$ cat config.mk
export PLATFORM = sky130hd
export DESIGN_NAME = fetch_unit_flat
export DESIGN_NICKNAME = d
export VERILOG_FILES = /design/src/rtl/fetch_unit_if.sv /design/src/rtl/fetch_unit.sv /design/src/flat_wrapper.sv
export SDC_FILE = /design/constraint.sdc
export NUM_CORES = 1
export LEC_CHECK = 0
export CAP_MARGIN = 20
export CORE_UTILIZATION = 25
export CTS_BUF_LIST = sky130_fd_sc_hd__clkbuf_8
export CTS_CLUSTER_DIAMETER = 50
export DETAILED_ROUTE_END_ITERATION = 12
export SLEW_MARGIN = 20
export SYNTH_ARGS = -nofsm -noshare
export SYNTH_HDL_FRONTEND = slang
export SYNTH_SLANG_ARGS = --single-unit
$ cat constraint.sdc
create_clock -name clk -period 2.4 [get_ports clk]
set_input_delay 0.48 -clock clk [delete_from_list [all_inputs] [get_ports clk]]
set_output_delay 0.48 -clock clk [all_outputs]
set_load 0.05 [all_outputs]
$ cat src/rtl/fetch_unit_if.sv
// Fetch unit bus bundle: instruction-memory request/response port plus the
// valid/ready output register toward decode.
// master = fetch unit side, slave = memory/decode side.
interface fetch_unit_if;
   logic        imem_req_o;
   logic [31:0] imem_addr_o;
   logic        imem_gnt_i;
   logic        imem_rvalid_i;
   logic [31:0] imem_rdata_i;
   logic [31:0] ir_o;
   logic [31:0] pc_o;
   logic        ir_valid_o;
   logic        ir_ready_i;

   modport master (
      output imem_req_o, imem_addr_o, ir_o, pc_o, ir_valid_o,
      input  imem_gnt_i, imem_rvalid_i, imem_rdata_i, ir_ready_i
   );

   modport slave (
      input  imem_req_o, imem_addr_o, ir_o, pc_o, ir_valid_o,
      output imem_gnt_i, imem_rvalid_i, imem_rdata_i, ir_ready_i
   );
endinterface

$ cat src/rtl/fetch_unit.sv
// Instruction fetch unit: owns the fetch PC, keeps at most one imem request
// outstanding and hands {ir, pc} pairs to decode through a valid/ready register.
// Optional build macro FETCH_MISALIGN_CHECK_EN adds fetch_misalign_o and a FAULT
// state entered on a misaligned redirect target.
//
// state | meaning
// IDLE  | out of reset, waiting for control to leave SEL_PC_NONE
// REQ   | presenting pc_q to imem (gated by stall / full output)
// WAIT  | request granted, waiting for its single response
// HOLD  | response parked in hold buffer behind a full output register
// FAULT | misaligned redirect target seen, no fetching (optional build only)
module fetch_unit #(
   parameter logic [31:0] RESET_PC     = 32'h0000_0000,
   parameter logic [31:0] NOP_INSN     = 32'h0000_0013,
   parameter int          SEL_PC_WIDTH = 2
) (
   input  logic                    clk,
   input  logic                    rst,
   input  logic                    fetch_stall_i,
   input  logic [SEL_PC_WIDTH-1:0] pc_sel_i,
   input  logic                    br_taken_i,
   input  logic [31:0]             next_pc_i,
`ifdef FETCH_MISALIGN_CHECK_EN
   output logic                    fetch_misalign_o,
`endif
   fetch_unit_if.master            bus
);

   localparam logic [SEL_PC_WIDTH-1:0] SEL_PC_NONE   = SEL_PC_WIDTH'(0);
   localparam logic [SEL_PC_WIDTH-1:0] SEL_PC_JUMP   = SEL_PC_WIDTH'(2);
   localparam logic [SEL_PC_WIDTH-1:0] SEL_PC_BRANCH = SEL_PC_WIDTH'(3);

   typedef enum logic [2:0] {
      S_IDLE  = 3'd0,
      S_REQ   = 3'd1,
      S_WAIT  = 3'd2,
      S_HOLD  = 3'd3
`ifdef FETCH_MISALIGN_CHECK_EN
      , S_FAULT = 3'd4
`endif
   } state_t;

   state_t      state_q, state_d;
   logic [31:0] pc_q, pc_d;
   logic [31:0] ir_q, ir_d;
   logic [31:0] pco_q, pco_d;
   logic        valid_q, valid_d;
   logic        kill_q, kill_d;
   logic [31:0] hold_ir_q, hold_ir_d;
   logic [31:0] hold_pc_q, hold_pc_d;
   logic        redirect, handoff, req, grant, rvalid;
   logic [31:0] target;
`ifdef FETCH_MISALIGN_CHECK_EN
   logic        misalign_q, misalign_d;
   logic        misaligned;

   assign target     = next_pc_i;
   assign misaligned = redirect & (next_pc_i[1:0] != 2'b00);
   assign fetch_misalign_o = misalign_q;
`else
   assign target     = next_pc_i & 32'hFFFF_FFFC;
`endif

   assign redirect = (pc_sel_i == SEL_PC_JUMP) | ((pc_sel_i == SEL_PC_BRANCH) & br_taken_i);
   assign handoff  = valid_q & bus.ir_ready_i;
   assign req      = (state_q == S_REQ) & ~fetch_stall_i & (~valid_q | bus.ir_ready_i);
   assign grant    = req & bus.imem_gnt_i;
   assign rvalid   = bus.imem_rvalid_i;

   assign bus.imem_req_o  = req;
   assign bus.imem_addr_o = pc_q;
   assign bus.ir_o        = valid_q ? ir_q : NOP_INSN;
   assign bus.pc_o        = pco_q;
   assign bus.ir_valid_o  = valid_q;

   // State register and datapath registers.
   always_ff @(posedge clk) begin
      if (rst) begin
         state_q    <= S_IDLE;
         pc_q       <= RESET_PC;
         ir_q       <= NOP_INSN;
         pco_q      <= 32'h0;
         valid_q    <= 1'b0;
         kill_q     <= 1'b0;
         hold_ir_q  <= NOP_INSN;
         hold_pc_q  <= 32'h0;
`ifdef FETCH_MISALIGN_CHECK_EN
         misalign_q <= 1'b0;
`endif
      end else begin
         state_q    <= state_d;
         pc_q       <= pc_d;
         ir_q       <= ir_d;
         pco_q      <= pco_d;
         valid_q    <= valid_d;
         kill_q     <= kill_d;
         hold_ir_q  <= hold_ir_d;
         hold_pc_q  <= hold_pc_d;
`ifdef FETCH_MISALIGN_CHECK_EN
         misalign_q <= misalign_d;
`endif
      end
   end

   // Next-state logic; redirect is applied last so it overrides everything else.
   always_comb begin
      state_d    = state_q;
      pc_d       = pc_q;
      ir_d       = ir_q;
      pco_d      = pco_q;
      valid_d    = valid_q;
      kill_d     = kill_q;
      hold_ir_d  = hold_ir_q;
      hold_pc_d  = hold_pc_q;
`ifdef FETCH_MISALIGN_CHECK_EN
      misalign_d = misalign_q;
`endif

      if (handoff) valid_d = 1'b0;

      case (state_q)
         S_IDLE: if (pc_sel_i != SEL_PC_NONE) state_d = S_REQ;
         S_REQ:  if (grant) state_d = S_WAIT;
         S_WAIT: begin
            if (rvalid) begin
               if (kill_q) begin
                  kill_d  = 1'b0;
                  state_d = S_REQ;
               end else if (!valid_q || handoff) begin
                  ir_d    = bus.imem_rdata_i;
                  pco_d   = pc_q;
                  valid_d = 1'b1;
                  pc_d    = pc_q + 32'd4;
                  state_d = S_REQ;
               end else begin
                  hold_ir_d = bus.imem_rdata_i;
                  hold_pc_d = pc_q;
                  pc_d      = pc_q + 32'd4;
                  state_d   = S_HOLD;
               end
            end
         end
         S_HOLD: begin
            if (handoff) begin
               ir_d    = hold_ir_q;
               pco_d   = hold_pc_q;
               valid_d = 1'b1;
               state_d = S_REQ;
            end
         end
`ifdef FETCH_MISALIGN_CHECK_EN
         // A response still owed from before the fault is swallowed here.
         S_FAULT: if (rvalid) kill_d = 1'b0;
`endif
         default: state_d = S_IDLE;
      endcase

      if (redirect) begin
         pc_d    = target;
         valid_d = 1'b0;
         ir_d    = NOP_INSN;
         kill_d  = 1'b0;
         if (state_q == S_WAIT) begin
            if (rvalid) begin
               state_d = S_REQ;
            end else begin
               state_d = S_WAIT;
               kill_d  = 1'b1;
            end
         end
`ifdef FETCH_MISALIGN_CHECK_EN
         // Leaving FAULT with a stale response still owed: wait it out as killed.
         else if (state_q == S_FAULT) begin
            if (kill_q && !rvalid) begin
               state_d = S_WAIT;
               kill_d  = 1'b1;
            end else begin
               state_d = S_REQ;
            end
         end
`endif
         else if (grant) begin
            state_d = S_WAIT;
            kill_d  = 1'b1;
         end else begin
            state_d = S_REQ;
         end
`ifdef FETCH_MISALIGN_CHECK_EN
         misalign_d = misaligned;
         if (misaligned) state_d = S_FAULT;
`endif
      end
   end

endmodule

$ cat src/flat_wrapper.sv
// flat-port wrapper written by rule: the top's interface ports become plain ports
module fetch_unit_flat 
#(
   parameter logic [31:0] RESET_PC     = 32'h0000_0000,
   parameter logic [31:0] NOP_INSN     = 32'h0000_0013,
   parameter int          SEL_PC_WIDTH = 2
)
  (clk, rst, fetch_stall_i, pc_sel_i, br_taken_i, next_pc_i, bus_imem_req_o, bus_imem_addr_o, bus_ir_o, bus_pc_o, bus_ir_valid_o, bus_imem_gnt_i, bus_imem_rvalid_i, bus_imem_rdata_i, bus_ir_ready_i);
  fetch_unit_if bus_i ();
  input  logic clk;
  input  logic rst;
  input  logic fetch_stall_i;
  input  logic [SEL_PC_WIDTH-1:0] pc_sel_i;
  input  logic br_taken_i;
  input  logic [31:0] next_pc_i;
  output wire logic [$bits(bus_i.imem_req_o)-1:0] bus_imem_req_o;
  output wire logic [$bits(bus_i.imem_addr_o)-1:0] bus_imem_addr_o;
  output wire logic [$bits(bus_i.ir_o)-1:0] bus_ir_o;
  output wire logic [$bits(bus_i.pc_o)-1:0] bus_pc_o;
  output wire logic [$bits(bus_i.ir_valid_o)-1:0] bus_ir_valid_o;
  input wire logic [$bits(bus_i.imem_gnt_i)-1:0] bus_imem_gnt_i;
  input wire logic [$bits(bus_i.imem_rvalid_i)-1:0] bus_imem_rvalid_i;
  input wire logic [$bits(bus_i.imem_rdata_i)-1:0] bus_imem_rdata_i;
  input wire logic [$bits(bus_i.ir_ready_i)-1:0] bus_ir_ready_i;
  assign bus_imem_req_o = bus_i.imem_req_o;
  assign bus_imem_addr_o = bus_i.imem_addr_o;
  assign bus_ir_o = bus_i.ir_o;
  assign bus_pc_o = bus_i.pc_o;
  assign bus_ir_valid_o = bus_i.ir_valid_o;
  assign bus_i.imem_gnt_i = bus_imem_gnt_i;
  assign bus_i.imem_rvalid_i = bus_imem_rvalid_i;
  assign bus_i.imem_rdata_i = bus_imem_rdata_i;
  assign bus_i.ir_ready_i = bus_ir_ready_i;
  fetch_unit #(.RESET_PC(RESET_PC), .NOP_INSN(NOP_INSN), .SEL_PC_WIDTH(SEL_PC_WIDTH)) u_core (.clk(clk), .rst(rst), .fetch_stall_i(fetch_stall_i), .pc_sel_i(pc_sel_i), .br_taken_i(br_taken_i), .next_pc_i(next_pc_i), .bus(bus_i));
endmodule
==> metrics, run 1 <==
max-slew violations 0; RSZ-0062 raised after global routing no; global-route wire length before repair 35,700 um; layout cell share with drive strength beyond 1 12.3%; crit start category register; CTS tree built; Clock Root Buffer clkbuf_8; design area 10,300 um2; Post-route DRC 0; sequential fraction of the synthesis area 44.2%; Pwr Density 650 nW/um2; Final nets 1,148; Core Area 28,000 um2; area of the die 29,300 um2; Multi-input gate area 3650 um2; Fmax 0.434 GHz; smallest hold slack 403 ps; Via Count 6,994; cts hold-fix bufs 0; clk_lat worst skew 460 ps; Leakage 3.49 nW; final hold vios 0; XOR/XNOR Fraction of Synth Area 2.45%; GRT Total Usage 15.6%; Async SR Flop Fraction 0%; Synth Area in Compound Gates 16.5%; post-synthesis mux area share 0.839%; Cell Area, Synth 7160 um2; Main synth FF type dfxtp_1; port bufs 164; Die Y 171 um; Tightest Hold Check Type in2reg; DIE WIDTH 171 um; drt via density 4.77; synthesized area per cell 7.74 um2; TritonRoute pass-1 iters 7; most frequent cells in the layout nand2_1 (203), dfxtp_1 (156), clkdlybuf4s50_1 (125); WP data arrival 1820 ps; CP endpoint kind output pin; synth warn 0; H-tree levels 4; Reg area 3170 um2; fill count 2,904; post-synth cell types 46; max_slew headroom 60.8%; status finished, final reports clean; EDFF count, synth 0; CTS clk-pin slew, worst paths 90 ps; Mapped Cells 925; initial drt markers 470; # clock sinks 158; Max Cap Viol 0; Pwr Total 6.66 mW; antenna-violating nets left 0; Final HPWL DP 15,500 um; commonest non-fill, non-tap cell in the layout nand2_1; Bufs on Longest Clock Path 2; WL final 22,800 um; vias in the first global route 6,447; post-layout min period 2300 ps; period utilization 96.0%; initial core utilization 25.6%; placed cell area 9810 um2; VDD IR max 0.356 mV; post-DR wirelength/cell 15.5 um; clk_skew 14.9 ps; # diodes 0; largest family of logic cells by synthesized area simple AND/OR/NAND/NOR gates; area grow syn2layout 43.2%; cts bufs inserted 17; FF+latch count, synth 158; # setup viols final 0; Crit Path Category reg2out; final estimated routing congestion in global placement 0.802; Synth Area in Simple Gates 30.5%; Top Ports 171; worst-path maximum fanout 7; Worst Tran Pin Value 586 ps; pin count of the biggest net entering global routing 77; Congestion Overflow GR 0; adder-cell share of the synthesized area 0.175%; antenna violations before repair 1; Core Rows 61; Req. time, crit path 1920 ps
[routing by layer]
metal | part of all wire [%] | global-route usage, % | wire (um) | vias to the layer above
met3 | 4.5 | 2.81 | 1030 | 29
met2 | 46 | 25.2 | 10500 | 179
met4 | 1.9 | 5.20 | 430 | 2
met5 | 0.057 | 0 | 13 | -
met1 | 47 | 21.0 | 10800 | 3278
li1 | - | - | - | 3506
[synth_stat cells (2+ instances only)]
master,count,area (um2)
xnor2_1,10,87.6
nor4_1,5,31.3
nand4_1,8,50.1
nor3_1,6,30.0
inv_1,6,22.5
nor2_1,101,379
o21ai_0,8,40.0
nor3_2,2,20.0
nand2_1,206,773
or3_1,5,31.3
nand2b_1,7,43.8
buf_4,7,52.6
a21oi_1,62,310
and4_1,4,35.0
clkbuf_1,74,278
nand3_1,80,400
xor2_1,10,87.6
a311oi_1,64,561
buf_2,6,30.0
mux2i_1,6,60.1
nor4_2,2,25.0
nor2b_1,4,25.0
a31oi_1,2,12.5
a211oi_1,19,143
a22oi_1,4,30.0
dfxtp_1,158,3160
and2_1,33,206
o22ai_1,3,18.8
and3_1,6,37.5
[what timing repair did]
action,CTS,global route
setup endpoints to repair,2,2
setup buffers,0,0
gates resized for setup,2,2
[path summary, 6_finish.rpt]
| path | startpoint | depth (start not counted) | end | slack, ps |
|---|---|---|---|---|
| max | u_core.bus.imem_addr_o[10]$_SDFFE_PP0P_ | 2 | bus_imem_addr_o[10] | 100 |
| min | rst | 2 | u_core.hold_pc_q[22]$_SDFFE_PP0P_ | 400 |
| max reg2reg | u_core.bus.imem_addr_o[7]$_SDFFE_PP0P_ | 5 | u_core.bus.imem_addr_o[28]$_SDFFE_PP0P_ | 310 |
| min reg2reg | u_core.hold_pc_q[8]$_SDFFE_PP0P_ | 2 | u_core.hold_pc_q[8]$_SDFFE_PP0P_ | 460 |
[report_power, final]
group	internal, mW	switching [mW]	leakage (nW)
clock network	1.15	1.12	0.214
registers	2.75	0.114	1.28
logic	0.552	0.984	1.99
total	4.45	2.22	3.49
[flip-flops by register name (all words and copies together) (netlist names)]
signal / count
u_core.hold_ir_q: 32
u_core.ir_q: 32
u_core.bus.imem_addr_o: 30
u_core.bus.pc_o: 30
u_core.hold_pc_q: 30
u_core.state_q: 2
u_core.bus.ir_valid_o: 1
u_core.kill_q: 1
[area by class of cell]
type | count | area share (%)
well taps | 378 | 4.61
clock inverters | 15 | 2.04
inverters | 6 | 0.220
clock buffers | 17 | 2.28
repair buffers | 215 | 24.4
multi-input cells | 676 | 35.6
flip-flops and latches | 158 | 30.9
[per-stage QoR]
step	TNS, ps	instances	util, %	setup WS [ps]
after detailed placement	-12.6	1433	35.0	-12.6
final	0	1465	36.6	95.2
after CTS	0	1465	36.6	27.0
after global placement	0	1433	35.0	69.1
after floorplan	0	928	-	125
after global routing	0	1465	36.6	12.1
[logic make-up after synthesis]
kind of cell / after synthesis
compound gates: 169
other cells: 1
mux: 6
xor+xnor: 20
simple gates: 476
flops: 158
fa+ha+maj: 1
buf+inv: 94
[critical path, cell delays in order (launching register included)]
cell	delay, ps
dfxtp_1	360
buf_4	170
clkdlybuf4s50_1	850
Note: power is estimated with default switching activity, not from simulation.
==> run 2: changes to the inputs <==
ABC_CLOCK_PERIOD_IN_PS = 2400   (was unset)
DONT_BUFFER_PORTS = 1   (was unset)
==> run 2 against run 1 <==
Net effect: fmax up 7.2%; design area down 14%; via count down 6.5%; combinational power down 34%; non-clock buffer count down 133; clock power down 10%; critical path depth up 2; register-to-register slack worse by 30 ps; total power down 8.9%; critical path type unchanged.
==> metrics, run 2 (synthesized netlist as in run 1, its figures left out) <==
port bufs 0 (was 164); post_cts resized 0 (was 2); Crit Path Category reg2out (unchanged); CTS tree built (unchanged); Final nets 1,015 (was 1,148); Via Count 6,539 (was 6,994); Crit-path slowest cell dfxtp_2 (was clkdlybuf4s50_1); period utilization 89.6% (was 96.0%); Multi-input gate area 3650 um2 (unchanged); DIE WIDTH 171 um (unchanged); most frequent cells in the layout nand2_1 (203), dfxtp_1 (156), nor2_1 (99) (was nand2_1 (203), dfxtp_1 (156), clkdlybuf4s50_1 (125)); Reg area 3170 um2 (about the same); # setup viols final 0 (unchanged); fill count 2,978 (was 2,904); Setup crit start u_core.state_q[1]$_SDFFE_PP0P_ (was u_core.bus.imem_addr_o[10]$_SDFFE_PP0P_); GRT Total Usage 15.4% (was 15.6%); pin count of the biggest net entering global routing 126 (was 77); area of the die 29,300 um2 (unchanged); Post-route DRC 0 (unchanged); antenna-violating nets left 0 (unchanged); # diodes 0 (unchanged); max-slew violations 0 (unchanged); critical-path cell list buf_4 > nand2b_1 > nor3_2 > buf_4 (was buf_4 > clkdlybuf4s50_1); area grow syn2layout 22.5% (was 43.2%); WP data arrival 1670 ps (was 1820 ps); clk_skew 11.8 ps (was 14.9 ps); max_slew headroom 56.0% (was 60.8%); Congestion Overflow GR 0 (unchanged); RSZ-0062 raised after global routing no (unchanged); Leakage 2.91 nW (was 3.49 nW); Die Y 171 um (unchanged); post-layout min period 2150 ps (was 2300 ps); hold_sp rst (unchanged); worst-path maximum fanout 31 (was 7); initial core utilization 25.6% (unchanged); post-DR wirelength/cell 16.9 um (was 15.5 um); Final HPWL DP 14,800 um (was 15,500 um); Clock Root Buffer clkbuf_8 (unchanged); final estimated routing congestion in global placement 0.802 (about the same); TritonRoute pass-1 iters 4 (was 7); CP max stage delay 340 ps (was 850 ps); setup TNS 0 ps (unchanged); status finished, final reports clean (unchanged); crit start category register (unchanged); initial drt markers 396 (was 470); Reg-to-Reg Start u_core.bus.imem_addr_o[11]$_SDFFE_PP0P_ (was u_core.bus.imem_addr_o[7]$_SDFFE_PP0P_); Worst Tran Pin Value 660 ps (was 586 ps); # clock sinks 158 (unchanged); Tightest Hold Check Type in2reg (unchanged); Fmax 0.465 GHz (was 0.434 GHz); VDD IR max 0.384 mV (was 0.356 mV); CTS clk-pin slew, worst paths 90 ps (about the same); WL final 22,500 um (was 22,800 um); Req. time, crit path 1920 ps (about the same); antenna violations before repair 0 (was 1); Bufs on Longest Clock Path 2 (unchanged); cts hold-fix bufs 0 (unchanged); layout cell share with drive strength beyond 1 13.4% (was 12.3%); final hold vios 0 (unchanged); commonest non-fill, non-tap cell in the layout nand2_1 (unchanged); smallest hold slack 85.0 ps (was 403 ps); Max Cap Viol 0 (unchanged); Core Area 28,000 um2 (unchanged); drt via density 4.91 (was 4.77); CP endpoint kind output pin (unchanged); Pwr Density 692 nW/um2 (was 650 nW/um2); clk_lat worst skew 460 ps (about the same); Top Registers u_core.hold_ir_q (32), u_core.ir_q (32) (unchanged); Post-CTS Setup Bufs 0 (unchanged); H-tree levels 4 (unchanged); Core Rows 61 (unchanged); vias in the first global route 6,093 (was 6,447); cts bufs inserted 17 (unchanged); Top Ports 171 (unchanged); most used cell, CP buf_4; global-route wire length before repair 34,800 um (was 35,700 um)
==> run 2: worst paths after layout <==
kind / cells after the start / slack, ps / end
worst max-delay path: 4 / 250 / bus_imem_req_o
worst min-delay path: 1 / 90 / u_core.bus.pc_o[30]$_SDFFE_PP0P_
worst max register to register: 5 / 280 / u_core.bus.imem_addr_o[28]$_SDFFE_PP0P_
worst min register to register: 2 / 460 / u_core.hold_pc_q[29]$_SDFFE_PP0P_
==> run 2: critical path, delay by kind of cell (launching register included) <==
kind,cells,cell delay (ps)
buf+inv,2,470
simple gates,2,400
flops,1,340
==> run 2: power by group <==
part | internal [mW] | switching, mW
Sequential | 2.75 | 0.267
Clock | 0.952 | 1.09
Combinational | 0.289 | 0.732
==> run 2: routing by layer <==
layer  global-route usage [%]  wire (um)  vias up
met3                     3.47       1380       20
met1                     19.9      10100     3095
met2                     25.5      10700      189
met4                     4.54        309        0
met5                        0          0        -
li1                         -          -     3235
==> run 2: final cells by class <==
class	count	share of cell area, %
sequential	158	36.1
inverter	6	0.257
multi-input combinational	676	41.6
timing repair buffer	82	12.2
tap	378	5.39
clock buffer	18	2.82
clock inverter	14	1.64
==> run 2: through the flow <==
stage,instance area (um2),cells,utilization [%],worst slack (ps),power [mW]
after detailed placement,8380,1300,29.9,301,4.10
after CTS,8770,1332,31.3,206,6.18
after global placement,8380,1300,29.9,332,4.09
after floorplan,7180,928,-,125,3.80
after global routing,8770,1332,31.3,138,6.36
final,8770,1332,31.3,250,6.07
